`src/rtl/duty_button_ctrl.sv`:
```
// duty_button_ctrl: debounces two push-buttons into held duty_inc/duty_dec requests with auto-repeat
// Requests stay pending until the PWM enable strobe consumes them.
module duty_button_ctrl #(
    parameter int DEBOUNCE_CYCLES   = 16,
    parameter int HOLD_DELAY_CYCLES = 64,
    parameter int REPEAT_CYCLES     = 16,
    parameter int CNT_W             = 16
) (
    input  logic clk,
    input  logic rst,
    input  logic en,
    input  logic btn_up,
    input  logic btn_dn,
    output logic duty_inc,
    output logic duty_dec,
    output logic up_stable,
    output logic dn_stable,
    output logic repeat_active
);
    localparam logic [CNT_W-1:0] DB_LAST   = CNT_W'(DEBOUNCE_CYCLES - 1);
    localparam logic [CNT_W-1:0] HOLD_LAST = CNT_W'(HOLD_DELAY_CYCLES - 1);
    localparam logic [CNT_W-1:0] REP_LAST  = CNT_W'(REPEAT_CYCLES - 1);

    typedef enum logic [1:0] {IDLE, HOLD, REPEAT} state_t;

    logic [1:0] sync1_q, sync2_q, stable_w, prev_q, rise_w;
    state_t state_q;
    logic dir_q, inc_q, dec_q, rep_q;
    logic [CNT_W-1:0] cnt_q;

    always_ff @(posedge clk) begin
        if (rst) begin
            sync1_q <= '0;
            sync2_q <= '0;
        end else begin
            sync1_q <= {btn_dn, btn_up};
            sync2_q <= sync1_q;
        end
    end

    // Bit 0 tracks the up button, bit 1 the down button.
    for (genvar i = 0; i < 2; i++) begin : g_db
        logic st_q;
        logic [CNT_W-1:0] db_q;
        always_ff @(posedge clk) begin
            if (rst) begin
                st_q <= 1'b0;
                db_q <= '0;
            end else if (sync2_q[i] == st_q) begin
                db_q <= '0;
            end else if (db_q == DB_LAST) begin
                st_q <= ~st_q;
                db_q <= '0;
            end else begin
                db_q <= db_q + CNT_W'(1);
            end
        end
        assign stable_w[i] = st_q;
    end

    assign rise_w = stable_w & ~prev_q;

    // A request overrides a same-edge consume and clears the opposite pending flag.
    always_ff @(posedge clk) begin
        if (rst) begin
            state_q <= IDLE;
            dir_q   <= 1'b0;
            cnt_q   <= '0;
            inc_q   <= 1'b0;
            dec_q   <= 1'b0;
            rep_q   <= 1'b0;
            prev_q  <= '0;
        end else begin
            prev_q <= stable_w;
            if (en) begin
                inc_q <= 1'b0;
                dec_q <= 1'b0;
            end
            case (state_q)
                IDLE: begin
                    if (rise_w[0] && !stable_w[1]) begin
                        inc_q   <= 1'b1;
                        dec_q   <= 1'b0;
                        dir_q   <= 1'b0;
                        cnt_q   <= '0;
                        state_q <= HOLD;
                    end else if (rise_w[1] && !stable_w[0]) begin
                        inc_q   <= 1'b0;
                        dec_q   <= 1'b1;
                        dir_q   <= 1'b1;
                        cnt_q   <= '0;
                        state_q <= HOLD;
                    end
                end
                HOLD: begin
                    if (!stable_w[dir_q] || stable_w[~dir_q]) begin
                        state_q <= IDLE;
                    end else if (cnt_q == HOLD_LAST) begin
                        inc_q   <= ~dir_q;
                        dec_q   <= dir_q;
                        cnt_q   <= '0;
                        state_q <= REPEAT;
                        rep_q   <= 1'b1;
                    end else begin
                        cnt_q <= cnt_q + CNT_W'(1);
                    end
                end
                REPEAT: begin
                    if (!stable_w[dir_q] || stable_w[~dir_q]) begin
                        state_q <= IDLE;
                        rep_q   <= 1'b0;
                    end else if (cnt_q == REP_LAST) begin
                        inc_q <= ~dir_q;
                        dec_q <= dir_q;
                        cnt_q <= '0;
                    end else begin
                        cnt_q <= cnt_q + CNT_W'(1);
                    end
                end
                default: begin
                    state_q <= IDLE;
                    rep_q   <= 1'b0;
                end
            endcase
        end
    end

    assign duty_inc      = inc_q;
    assign duty_dec      = dec_q;
    assign up_stable     = stable_w[0];
    assign dn_stable     = stable_w[1];
    assign repeat_active = rep_q;
endmodule

```
`config.mk`:
```
export PLATFORM = sky130hd
export DESIGN_NAME = duty_button_ctrl
export DESIGN_NICKNAME = d
export VERILOG_FILES = /design/src/rtl/duty_button_ctrl.sv
export SDC_FILE = /design/constraint.sdc
export NUM_CORES = 1
export LEC_CHECK = 0
export ABC_AREA = 1
export ABC_CLOCK_PERIOD_IN_PS = 2300
export CORE_ASPECT_RATIO = 0.8
export CORE_UTILIZATION = 50
export DETAILED_ROUTE_END_ITERATION = 8
export DONT_BUFFER_PORTS = 1
export PLACE_DENSITY = 0.68
export SLEW_MARGIN = 10
export SYNTH_ARGS = -nofsm -noshare
export SYNTH_HDL_FRONTEND = slang
export SYNTH_SLANG_ARGS = --single-unit
```
`constraint.sdc`:
```
create_clock -name clk -period 2.3 [get_ports clk]
set_input_delay 0.69 -clock clk [delete_from_list [all_inputs] [get_ports clk]]
set_output_delay 0.69 -clock clk [all_outputs]
set_load 0.01 [all_outputs]
```
==> results.md <==
* Leakage Power at around 0.0013 uW
* Routed Antenna Nets at 0
* Syn nets at between 400 and 500
* Layout area overhead at 10.1%
* Final worst path period need at between 1.5 and 2 ns
* Drt pass-1 iters at 4
* Place WS at 0.331 ns
* # setup viols final at 0
* Die area at roughly 6800 sq um
* Initial drt markers at between 150 and 200
* Syn Std Cell Area at 3220 sq um
* Chip width at between 90 and 100 microns
* Cell taking the most area after synthesis: dfxtp_1
* Crit start category: register
* Leading post-synthesis cells by cell area: dfxtp_1, nand2_1, nor2_1
* Via Count at 2936
* Ports at 10
* Max cap viols at 0
* Final Wtd Congestion at 0.931
* WS Path Type: reg -> reg
* Clk_lat worst skew at about 0.34 ns
* CP Max Fanout at 12
* # diodes at 0
* RSZ-0062 raised after global routing: no
* Synth Area in Compound Gates at 0.0852
* H-tree depth at 3
* Initial antenna violation count at 0
* Max clock buf depth at 2
* Site Rows at 25
* Routed WL per cell at approximately 12 microns
* Synth warn at 0
* Starting Density at 0.530
* Resized cells post-CTS at 0
* Grt total ovfl at 0
* Largest family of logic cells by synthesized area: simple AND/OR/NAND/NOR gates
* Final Hold Viols at 0
* Adder-cell share of the synthesized area at 0.0272
* Synth Area per Inst at between 6 and 7 sq um
* #FFs+latches synth at 62
* Final core utilization at 0.584
* CTS Buf Count at 9
* Worst IR Drop VDD at 0.628 mV
* Core Area at 6070 sq um
* # fillers at 599
* CTS Hold Bufs at 0
* First-pass GRT wire length at between 10000 and 15000 microns
* Vias/cell at approximately 5.2
* Status: complete, no violations
* Clock Tree Root: clkbuf_8
* Clock transition at path regs at about 0.070 ns
* Layout net count at roughly 500
* Post-Route WL at 6830 microns
* Worst slew pin tran at 0.503 ns
* Synth top area share at 0.386
* Placed inst area at 3290 sq um
* Final WS setup at 0.314 ns
* Part of the cycle the worst path needs at 0.863
* XOR/XNOR Fraction of Synth Area at 0.0299
* Fmax at approximately 500 MHz
* Total power at 2280 uW
* Post-CTS Setup Inserts at 0
* Die Ht at about 74 microns
* CTS tree: yes
* Mapped Cells at around 480
* Clk sink count at 62
* CP Capture Type: register
* Worst EP arrival at about 2.2 ns
* Clock skew at approximately 0.0094 ns
* Cell area power density at 643 nW/um^2
* Setup TNS at 0 ns
* DR DRC count at 0
* Worst min path class: reg -> reg
* Layout cells sized above 1 at 0.0838
* Slew headroom at 0.662
* Port Buf Inserts at 0
* Synth Area in Simple Gates at 0.374
* Worst EP required at 2.52 ns
* Synth unique cells at 29
* GR Util All Layers at 0.215
* Vias in the first global route at 2574
* Final Slew Violations at 0
* Mux cell area share after synthesis at 0
* Final instance area at approximately 3500 sq um
* Largest net degree at the start of global routing at 18
* Sequential fraction of the synthesis area at 0.386
* Detailed placer's ending HPWL at around 5000 microns
==> cells by family after synthesis <==
| logic type | after synthesis |
|---|---|
| simple gates | 268 |
| xor+xnor | 11 |
| buf+inv | 77 |
| flops | 62 |
| compound gates | 51 |
| fa+ha+maj | 7 |
==> final timing paths <==
| kind | from | to | slack, ns | cells past startpoint |
|---|---|---|---|---|
| setup / recovery | g_db[0].db_q[0]$_SDFF_PP0_ | g_db[0].db_q[15]$_SDFF_PP0_ | 0.31 | 8 |
| hold reg to reg | sync1_q[1]$_SDFF_PP0_ | sync2_q[1]$_SDFF_PP0_ | 0.40 | 2 |
| hold / removal | sync1_q[1]$_SDFF_PP0_ | sync2_q[1]$_SDFF_PP0_ | 0.40 | 2 |
| setup reg to reg | g_db[0].db_q[0]$_SDFF_PP0_ | g_db[0].db_q[15]$_SDFF_PP0_ | 0.31 | 8 |
==> layout make-up <==
class	instances	area (sq um)	share of cell area
Clock buffer	14	193	0.0544
Clock inverter	2	60.1	0.0170
Inverter	72	270	0.0763
Multi-Input combinational cell	337	1660	0.469
Sequential cell	62	1240	0.351
Tap cell	81	101	0.0286
Timing Repair Buffer	2	15.0	0.00424
==> registers in the layout (all words and copies together) (netlist names) <==
name           cells
cnt_q             16
dir_q              1
dn_stable          1
duty_dec           1
duty_inc           1
g_db.db_q         32
prev_q             2
repeat_active      1
state_q            2
sync1_q            2
sync2_q            2
up_stable          1
==> metal layers <==
metal	global-route usage	vias to the layer above	routed length, microns
li1	-	1543	-
met1	0.279	1315	3500
met2	0.335	72	2940
met3	0.0776	6	322
met4	0.0670	0	60
met5	0	-	0
==> layout by cell type, fill, tap and decap left out, drive strengths merged, types with 11 or more instances in the layout <==
master  netlist  layout
a21oi        28      28
nand3        44      44
nand2        97      97
clkbuf        2      14
xor2         11      11
nor2         81      81
inv          71      71
o21ai        20      20
dfxtp        62      62
nand4        18      18
nor3         18      18
==> report_power, final <==
group | internal (uW) | switching [uW]
registers | 1080 | 1.64
logic | 6.66 | 16.2
clock network | 759 | 415
==> critical path, stage by stage (launching register included) <==
cell     delay [ns]
dfxtp_1        0.35
ha_1           0.17
nand2_1        0.09
nor2_2         0.19
nand2_1        0.12
nor4_2         0.43
nor2_1         0.20
inv_2          0.23
nor2_1         0.08
==> synth_stat cells, drive strengths merged <==
library cell,count
nand2,97
nor4,4
or2,3
nor2,81
dfxtp,62
o211ai,1
inv,71
o21ai,20
and3,2
nand4,18
clkinv,1
nand3,44
buf,3
a21oi,28
clkbuf,2
nor3,18
o21bai,2
and2,1
ha,7
xor2,11
==> stage by stage <==
step,instances,hold slack (ns)
after floorplan,476,0.388
after global placement,554,0.389
after detailed placement,554,0.394
after CTS,570,0.390
after global routing,570,0.381
final,570,0.401
(Power assumes the default switching activity.)
